`config.mk`:
```
export PLATFORM = sky130hd
export DESIGN_NAME = rle_vli_symbolizer
export DESIGN_NICKNAME = d
export VERILOG_FILES = /design/src/rtl/rle_vli_symbolizer_pkg.sv /design/src/rtl/rle_vli_symbolizer_vli_encode.sv /design/src/rtl/rle_vli_symbolizer.sv
export SDC_FILE = /design/constraint.sdc
export NUM_CORES = 1
export LEC_CHECK = 0
export CAP_MARGIN = 10
export CORE_MARGIN = 2
export CORE_UTILIZATION = 50
export CTS_CLUSTER_SIZE = 20
export DETAILED_ROUTE_END_ITERATION = 12
export DONT_BUFFER_PORTS = 1
export PLACE_DENSITY = 0.63
export SLEW_MARGIN = 20
export SYNTH_ARGS = -nofsm -noshare
export SYNTH_HDL_FRONTEND = slang
export SYNTH_HIERARCHICAL = 1
export SYNTH_SLANG_ARGS = --single-unit
export TNS_END_PERCENT = 10
```
`constraint.sdc`:
```
create_clock -name clk -period 5.1 [get_ports clk]
set_clock_uncertainty 0.05 [all_clocks]
set_input_delay 0.51 -clock clk [delete_from_list [all_inputs] [get_ports clk]]
set_output_delay 0.51 -clock clk [all_outputs]
set_load 0.03 [all_outputs]
```
`src/rtl/rle_vli_symbolizer_pkg.sv`:
```
// Shared types, constants and width helpers for the run/size/VLI symbolizer.
package rle_vli_symbolizer_pkg;

    localparam int unsigned RUN_W    = 4;
    localparam int unsigned RUN_MAX  = 15;
    localparam int unsigned ZRL_RUN  = 15;
    localparam int unsigned ZRL_SIZE = 0;
    localparam int unsigned EOB_RUN  = 0;
    localparam int unsigned EOB_SIZE = 0;

    function automatic int unsigned size_w(input int unsigned data_width);
        return $clog2(data_width + 1);
    endfunction

    function automatic int unsigned vli_w(input int unsigned data_width);
        return data_width;
    endfunction

    function automatic int unsigned comp_w(input int unsigned num_comp);
        return (num_comp > 1) ? $clog2(num_comp) : 1;
    endfunction

    // Enough bits for the largest number of pending ZRLs inside one block.
    function automatic int unsigned zrl_w(input int unsigned block_len);
        int unsigned w;
        w = $clog2((block_len - 2) / 16 + 1);
        return (w < 1) ? 1 : w;
    endfunction

    typedef enum logic [1:0] {
        ST_DC,
        ST_AC,
        ST_ZRL_FLUSH
    } rle_state_t;

    // Symbol layout for the default configuration (DATA_WIDTH=11, NUM_COMP=3).
    localparam int unsigned DEF_DATA_WIDTH = 11;
    localparam int unsigned DEF_NUM_COMP   = 3;

    typedef struct packed {
        logic                              is_dc;
        logic [comp_w(DEF_NUM_COMP)-1:0]   comp;
        logic [RUN_W-1:0]                  run;
        logic [size_w(DEF_DATA_WIDTH)-1:0] size;
        logic [vli_w(DEF_DATA_WIDTH)-1:0]  vli;
        logic                              last;
    } rle_sym_t;

endpackage

```
`src/rtl/rle_vli_symbolizer_vli_encode.sv`:
```
// Combinational JPEG magnitude category (size) and VLI bits of a signed value.
module vli_encode #(
    parameter int unsigned WIDTH  = 12,
    parameter int unsigned SIZE_W = 4,
    parameter int unsigned VLI_W  = 11
) (
    input  logic [WIDTH-1:0]  value,
    output logic [SIZE_W-1:0] size,
    output logic [VLI_W-1:0]  vli
);

    logic [WIDTH-1:0] mag;
    logic [VLI_W-1:0] src;

    // Size is the bit length of |value|; negative values send (value-1) in size bits.
    always_comb begin
        mag  = value[WIDTH-1] ? (~value + 1'b1) : value;
        size = '0;
        for (int unsigned i = 0; i < WIDTH; i++) begin
            if (mag[i]) begin
                size = SIZE_W'(i + 1);
            end
        end
        // Only the low VLI_W bits of (value-1) are ever transmitted.
        src = value[VLI_W-1:0] - VLI_W'(value[WIDTH-1]);
        vli = '0;
        for (int unsigned i = 0; i < VLI_W; i++) begin
            if (32'(size) > i) begin
                vli[i] = src[i];
            end
        end
    end

endmodule

```
`src/rtl/rle_vli_symbolizer.sv`:
```
// Zig-zag coefficient stream to JPEG run/size/VLI symbols with DC prediction.
module rle_vli_symbolizer
    import rle_vli_symbolizer_pkg::*;
#(
    parameter int unsigned DATA_WIDTH = 11,
    parameter int unsigned NUM_COMP   = 3,
    parameter int unsigned BLOCK_LEN  = 64,
    localparam int unsigned COMP_W    = comp_w(NUM_COMP),
    localparam int unsigned SIZE_W    = size_w(DATA_WIDTH),
    localparam int unsigned VLI_W     = vli_w(DATA_WIDTH),
    localparam int unsigned SYM_W     = 1 + COMP_W + RUN_W + SIZE_W + VLI_W + 1
) (
    input  logic                  clk,
    input  logic                  rst,
    input  logic                  in_valid,
    output logic                  in_ready,
    input  logic [DATA_WIDTH-1:0] in_coef,
    input  logic [COMP_W-1:0]     in_comp,
    input  logic                  restart,
    output logic                  out_valid,
    input  logic                  out_ready,
    output logic [SYM_W-1:0]      out_sym
);

    localparam int unsigned IDX_W = $clog2(BLOCK_LEN);
    localparam int unsigned ZP_W  = zrl_w(BLOCK_LEN);

    typedef struct packed {
        logic              is_dc;
        logic [COMP_W-1:0] comp;
        logic [RUN_W-1:0]  run;
        logic [SIZE_W-1:0] size;
        logic [VLI_W-1:0]  vli;
        logic              last;
    } sym_t;

    function automatic sym_t mk_sym(input logic is_dc, input logic [COMP_W-1:0] comp,
                                    input logic [RUN_W-1:0] run, input logic [SIZE_W-1:0] size,
                                    input logic [VLI_W-1:0] vli, input logic last);
        sym_t s;
        s.is_dc = is_dc;
        s.comp  = comp;
        s.run   = run;
        s.size  = size;
        s.vli   = vli;
        s.last  = last;
        return s;
    endfunction

    rle_state_t            state_q, state_d;
    logic [IDX_W-1:0]      idx_q, idx_d;
    logic [RUN_W-1:0]      run_q, run_d;
    logic [ZP_W-1:0]       zrl_q, zrl_d;
    logic [COMP_W-1:0]     comp_q, comp_d;
    sym_t                  held_q, held_d;
    sym_t                  sym_q, sym_d;
    logic                  valid_q, valid_d;
    logic                  ready_en_q;
    logic [DATA_WIDTH-1:0] pred_q [NUM_COMP];

    logic [DATA_WIDTH-1:0] pred_sel;
    logic [DATA_WIDTH:0]   coef_ext;
    logic [DATA_WIDTH:0]   diff;
    logic [DATA_WIDTH:0]   enc_in;
    logic [SIZE_W-1:0]     enc_size;
    logic [VLI_W-1:0]      enc_vli;
    logic                  out_free;
    logic                  accept;
    logic                  is_last;
    logic                  coef_zero;
    logic [IDX_W-1:0]      idx_next;
    sym_t                  zrl_sym;

    // Select the predictor of the incoming component; a restart in the same cycle zeroes it.
    always_comb begin
        pred_sel = '0;
        for (int unsigned c = 0; c < NUM_COMP; c++) begin
            if (in_comp == COMP_W'(c)) begin
                pred_sel = pred_q[c];
            end
        end
        coef_ext = {in_coef[DATA_WIDTH-1], in_coef};
        diff     = coef_ext - (restart ? '0 : {pred_sel[DATA_WIDTH-1], pred_sel});
        enc_in   = (state_q == ST_DC) ? diff : coef_ext;
    end

    vli_encode #(
        .WIDTH  (DATA_WIDTH + 1),
        .SIZE_W (SIZE_W),
        .VLI_W  (VLI_W)
    ) u_vli_encode (
        .value (enc_in),
        .size  (enc_size),
        .vli   (enc_vli)
    );

    assign out_free  = !valid_q || out_ready;
    assign in_ready  = ready_en_q && out_free && (state_q != ST_ZRL_FLUSH);
    assign accept    = in_valid && in_ready;
    assign is_last   = (idx_q == IDX_W'(BLOCK_LEN - 1));
    assign coef_zero = (in_coef == '0);
    assign idx_next  = is_last ? '0 : idx_q + 1'b1;
    assign zrl_sym   = mk_sym(1'b0, comp_q, RUN_W'(ZRL_RUN), SIZE_W'(ZRL_SIZE), '0, 1'b0);
    assign out_valid = valid_q;
    assign out_sym   = sym_q;

    // Next-state, run/ZRL bookkeeping and output register load decisions.
    always_comb begin
        state_d = state_q;
        idx_d   = idx_q;
        run_d   = run_q;
        zrl_d   = zrl_q;
        comp_d  = comp_q;
        held_d  = held_q;
        sym_d   = sym_q;
        valid_d = valid_q && !out_ready;
        case (state_q)
            ST_DC: begin
                if (accept) begin
                    state_d = ST_AC;
                    idx_d   = idx_next;
                    comp_d  = in_comp;
                    run_d   = '0;
                    zrl_d   = '0;
                    valid_d = 1'b1;
                    sym_d   = mk_sym(1'b1, in_comp, '0, enc_size, enc_vli, 1'b0);
                end
            end
            ST_AC: begin
                if (accept) begin
                    idx_d = idx_next;
                    if (coef_zero && !is_last) begin
                        if (run_q == RUN_W'(RUN_MAX)) begin
                            run_d = '0;
                            zrl_d = zrl_q + 1'b1;
                        end else begin
                            run_d = run_q + 1'b1;
                        end
                    end else if (coef_zero) begin
                        state_d = ST_DC;
                        run_d   = '0;
                        zrl_d   = '0;
                        valid_d = 1'b1;
                        sym_d   = mk_sym(1'b0, comp_q, RUN_W'(EOB_RUN), SIZE_W'(EOB_SIZE), '0, 1'b1);
                    end else if (zrl_q == '0) begin
                        run_d   = '0;
                        valid_d = 1'b1;
                        sym_d   = mk_sym(1'b0, comp_q, run_q, enc_size, enc_vli, is_last);
                        if (is_last) begin
                            state_d = ST_DC;
                        end
                    end else begin
                        // First ZRL goes out on the accepting edge; the coefficient waits in held.
                        state_d = ST_ZRL_FLUSH;
                        held_d  = mk_sym(1'b0, comp_q, run_q, enc_size, enc_vli, is_last);
                        run_d   = '0;
                        zrl_d   = zrl_q - 1'b1;
                        valid_d = 1'b1;
                        sym_d   = zrl_sym;
                    end
                end
            end
            ST_ZRL_FLUSH: begin
                if (out_free) begin
                    valid_d = 1'b1;
                    if (zrl_q != '0) begin
                        zrl_d = zrl_q - 1'b1;
                        sym_d = zrl_sym;
                    end else begin
                        sym_d   = held_q;
                        state_d = held_q.last ? ST_DC : ST_AC;
                    end
                end
            end
            default: begin
                state_d = ST_DC;
            end
        endcase
    end

    // Control and output registers.
    always_ff @(posedge clk or posedge rst) begin
        if (rst) begin
            state_q    <= ST_DC;
            idx_q      <= '0;
            run_q      <= '0;
            zrl_q      <= '0;
            comp_q     <= '0;
            held_q     <= '0;
            sym_q      <= '0;
            valid_q    <= 1'b0;
            ready_en_q <= 1'b0;
        end else begin
            state_q    <= state_d;
            idx_q      <= idx_d;
            run_q      <= run_d;
            zrl_q      <= zrl_d;
            comp_q     <= comp_d;
            held_q     <= held_d;
            sym_q      <= sym_d;
            valid_q    <= valid_d;
            ready_en_q <= 1'b1;
        end
    end

    // DC predictor file: restart clears all entries, an accepted DC then overwrites its own.
    always_ff @(posedge clk or posedge rst) begin
        if (rst) begin
            for (int unsigned c = 0; c < NUM_COMP; c++) begin
                pred_q[c] <= '0;
            end
        end else begin
            for (int unsigned c = 0; c < NUM_COMP; c++) begin
                if (restart) begin
                    pred_q[c] <= '0;
                end
                if (accept && (state_q == ST_DC) && (in_comp == COMP_W'(c))) begin
                    pred_q[c] <= in_coef;
                end
            end
        end
    end

endmodule

```
==> metrics.md <==
| Metric | Value |
|---|---|
| H-tree depth | `3` |
| Layout Nets | `approximately 700` |
| R2r setup slk | `0.35 ns` |
| Fin area | `about 6600 um^2` |
| Worst-skew pair later-pin latency | `0.36 ns` |
| DP Area | `between 6000 and 7000 um^2` |
| Setup crit start kind | `flip-flop` |
| CP endpoint | `held_q[3]$_DFFE_PP0P_` |
| DR vias/cell | `roughly 6` |
| Power Dens Cells | `approximately 580 nW/um^2` |
| # clock sinks | `96` |
| #FFs+latches synth | `96` |
| FF-to-FF End | `held_q[3]$_DFFE_PP0P_` |
| Peak supply drop | `approximately 230 uV` |
| Clock Path Buffers | `2` |
| Required @ worst endpoint | `~5.3 ns` |
| Syn Nets | `approximately 740` |
| Total Power | `a little under 4 mW` |
| CP Launch Point | `pred_q[11]$_DFFE_PP0P_` |
| Leak Pwr | `2.66 nW` |
| Crit Path Category | `flip-flop to flip-flop` |
| Crit. End Element | `flip-flop` |
| RSZ-0062 raised after global routing | `false` |
| CTS clock-pin slew for the worst setup and hold paths | `approximately 0.070 ns` |
| Post-synth EDFFs | `0` |
| Largest net degree at the start of global routing | `53` |
| Diode count | `0` |
| Hold Vio Cnt, Final | `0` |
| CP Max Fanout | `8` |
| Fmax achieved | `211 MHz` |
| Post-Syn Area | `roughly 6200 um^2` |
| Port Buffers | `0` |
| Worst Hold Class | `primary input to async pin` |
| Io pins | `43` |
| Primary FF master, synth | `dfrtp_1` |
| Initial drt markers | `440` |
| Drt pass-1 iters | `5` |
| Clock root buffer | `clkbuf_16` |
| Cell variety after synth | `70` |
| Critical-path top delay cell | `or4_1` |
| Fin crit period | `between 4 and 5 ns` |
| Reg2reg path depth | `20` |
| Sequential element share of the synthesized area | `0.387` |
| Cell Rows | `40` |
| Initial Util | `0.515` |
| Vias in the first global route | `between 4,000 and 5,000` |
| Average instance area after synthesis | `between 8 and 9 um^2` |
| DR vias | `around 5,000` |
| Critical path cell sequence | `mux2i_1 -> nor2_1 -> a21oi_1 -> nor2_1 -> ha_1 -> inv_1 -> fa_1 -> a211oi_1 -> o21bai_1 -> a21oi_1 -> xnor2_1 -> mux2_2 -> or4_1 -> or4_1 -> a311o_1 -> a31oi_1 -> a21oi_1 -> nand2_1 -> a21oi_1 -> mux2_2` |
| Ratio of final minimum period to clock period | `0.931` |
| Status | `completed` |
| Reg-to-Reg Start | `pred_q[11]$_DFFE_PP0P_` |
| Drt total wl | `between 10 and 15 mm` |
| Core box area | `roughly 12,000 um^2` |
| Grt total ovfl | `0` |
| Layout cells sized above 1 | `0.124` |
| Max-cap violations | `0` |
| Slew headroom | `0.348` |
| Global Route Usage Sum | `0.225` |
| TritonCTS Buffers | `9` |
| Synth Instances | `about 700` |
| Die Y | `115 um` |
| Fin Setup TNS | `0 ns` |
| Wire per inst | `roughly 17 um` |
| Layout area overhead | `7.05%` |
| TritonCTS clock tree | `yes` |
| Setup repair bufs after CTS | `0` |
| Final setup viols | `0` |
| CP max stage delay | `0.61 ns` |
| ANT nets after route | `0` |
| Dpl hpwl | `about 10 mm` |
| Final design utilization | `0.551` |
| First-pass GRT wire length | `23.7 mm` |
| Initial antenna violation count | `0` |
| GPL Wtd Cong | `0.868` |
| Crit path DAT | `about 5 ns` |
| FFs w/ async S/R, synth | `1.00` |
| Total die area | `around 13,000 um^2` |
| Chip width | `~120 um` |
| Warnings, synthesis | `6` |
| Post-route DRC | `0` |
| Worst Max-Slew Pin Slew | `between 0.9 and 1 ns` |
| Slew Limit Fails | `0` |
| CP most frequent cell | `a21oi_1` |
[power breakdown]
group	switching (mW)	internal [mW]
combinational	1.12	0.741
sequential	0.307	0.975
clock	0.310	0.412
[critical path: cells and delay by family, from the launching register on]
family	cells	cell delay, ns
and+or+nand+nor	5	1.50
AOI/OAI and AO/OA	8	1.40
muxes	3	0.62
adders and majority gates	2	0.58
DFF	1	0.35
xor gates and xnor gates	1	0.08
buffers and inverters	1	0.05
[cell usage after synthesis, types with 3 or more instances]
| cell | count | area share |
|---|---|---|
| a21oi_1 | 45 | 0.036 |
| o31ai_1 | 3 | 0.0036 |
| mux2_2 | 32 | 0.058 |
| xor2_1 | 6 | 0.0085 |
| dfrtp_1 | 96 | 0.39 |
| nor4_2 | 3 | 0.0060 |
| nor2b_1 | 6 | 0.0060 |
| xnor2_1 | 16 | 0.023 |
| nand2_1 | 72 | 0.044 |
| o21ai_1 | 4 | 0.0032 |
| or3_1 | 8 | 0.0081 |
| ha_1 | 22 | 0.044 |
| clkbuf_1 | 23 | 0.014 |
| a31oi_1 | 10 | 0.010 |
| nor3_1 | 9 | 0.0073 |
| a22oi_1 | 16 | 0.019 |
| and3_1 | 6 | 0.0060 |
| or4_1 | 7 | 0.0085 |
| nor3b_1 | 3 | 0.0036 |
| o211ai_1 | 3 | 0.0036 |
| nor2_1 | 48 | 0.029 |
| inv_1 | 20 | 0.012 |
| a211oi_1 | 5 | 0.0060 |
| buf_2 | 10 | 0.0081 |
| nand3_1 | 16 | 0.013 |
| mux2i_1 | 12 | 0.019 |
| nand2b_1 | 54 | 0.054 |
| o21ai_0 | 78 | 0.063 |
| nand4_1 | 6 | 0.0060 |
| buf_4 | 5 | 0.0060 |
[metrics by stage]
step	setup WS, ns	instances	hold slack, ns
detailed placement	0.0890	836	0.428
CTS	0.367	852	0.0449
floorplan	0.0755	697	0.392
global placement	0.208	836	0.413
finish	0.354	852	0.0273
global route	0.00972	852	0.0681
[repair_timing]
action                                  CTS  global route
hold buffers                              0             0
endpoints found under the setup margin    0             1
resized for setup                         0             2
[sequential cells by signal (all words and copies together), names as in the netlist]
name,cells
pred_q,33
out_sym,23
held_q,22
idx_q,6
run_q,4
comp_q,2
state_q,2
zrl_q,2
out_valid,1
ready_en_q,1
[layout by cell type (no fill, tap or decap), types with 7 or more instances in the layout]
cell type / Yosys / final
xnor2_1: 16 / 16
or3_1: 8 / 8
mux2_2: 32 / 32
a22oi_1: 16 / 16
a21oi_1: 45 / 45
nor3_1: 9 / 8
nand3_1: 16 / 16
clkbuf_16: 0 / 9
nor2_1: 48 / 47
inv_1: 20 / 19
nand2_1: 72 / 72
a31oi_1: 10 / 9
o21ai_0: 78 / 78
buf_4: 5 / 15
ha_1: 22 / 22
or4_1: 7 / 7
dfrtp_1: 96 / 96
nand2b_1: 54 / 54
mux2i_1: 12 / 12
[worst min-delay path by stage]
stage | from | to | slack (ns) | cells past startpoint
global placement | held_q[19]$_DFFE_PP0P_ | held_q[19]$_DFFE_PP0P_ | 0.41 | 2
detailed placement | rst | out_sym[2]$_DFFE_PP0P_ | 0.43 | 1
global route | rst | out_sym[2]$_DFFE_PP0P_ | 0.07 | 1
floorplan | idx_q[5]$_DFFE_PP0P_ | idx_q[5]$_DFFE_PP0P_ | 0.39 | 1
CTS | rst | run_q[2]$_DFFE_PP0P_ | 0.04 | 1
finish | rst | out_sym[2]$_DFFE_PP0P_ | 0.03 | 1
[cell type report]
type / count / area (um^2)
clock buffer: 11 / 253
clock inverter: 5 / 61.3
fill: 1104 / 5410
inverter: 22 / 85.1
multi-input combinational: 535 / 3520
sequential: 96 / 2400
tap: 168 / 210
timing repair buffer: 15 / 113
[layer usage]
layer | GRT usage | part of all wire | wire length [um]
met4 | 0.0779 | 0.015 | 206
met1 | 0.286 | 0.44 | 6250
met2 | 0.378 | 0.49 | 6870
met3 | 0.0513 | 0.056 | 785
met5 | 0 | 0 | 0
[kinds of logic after synthesis]
group | Yosys count | synth area share
XOR/XNOR | 22 | 0.0310
other | 1 | 0.000604
multiplexers | 45 | 0.0798
adder cells (fa/ha/maj) | 23 | 0.0476
AO/OA/AOI/OAI | 190 | 0.189
flip-flops | 96 | 0.387
buffers and inverters | 66 | 0.0498
AND/OR/NAND/NOR | 254 | 0.216
Power figures use the tool's default switching activity.
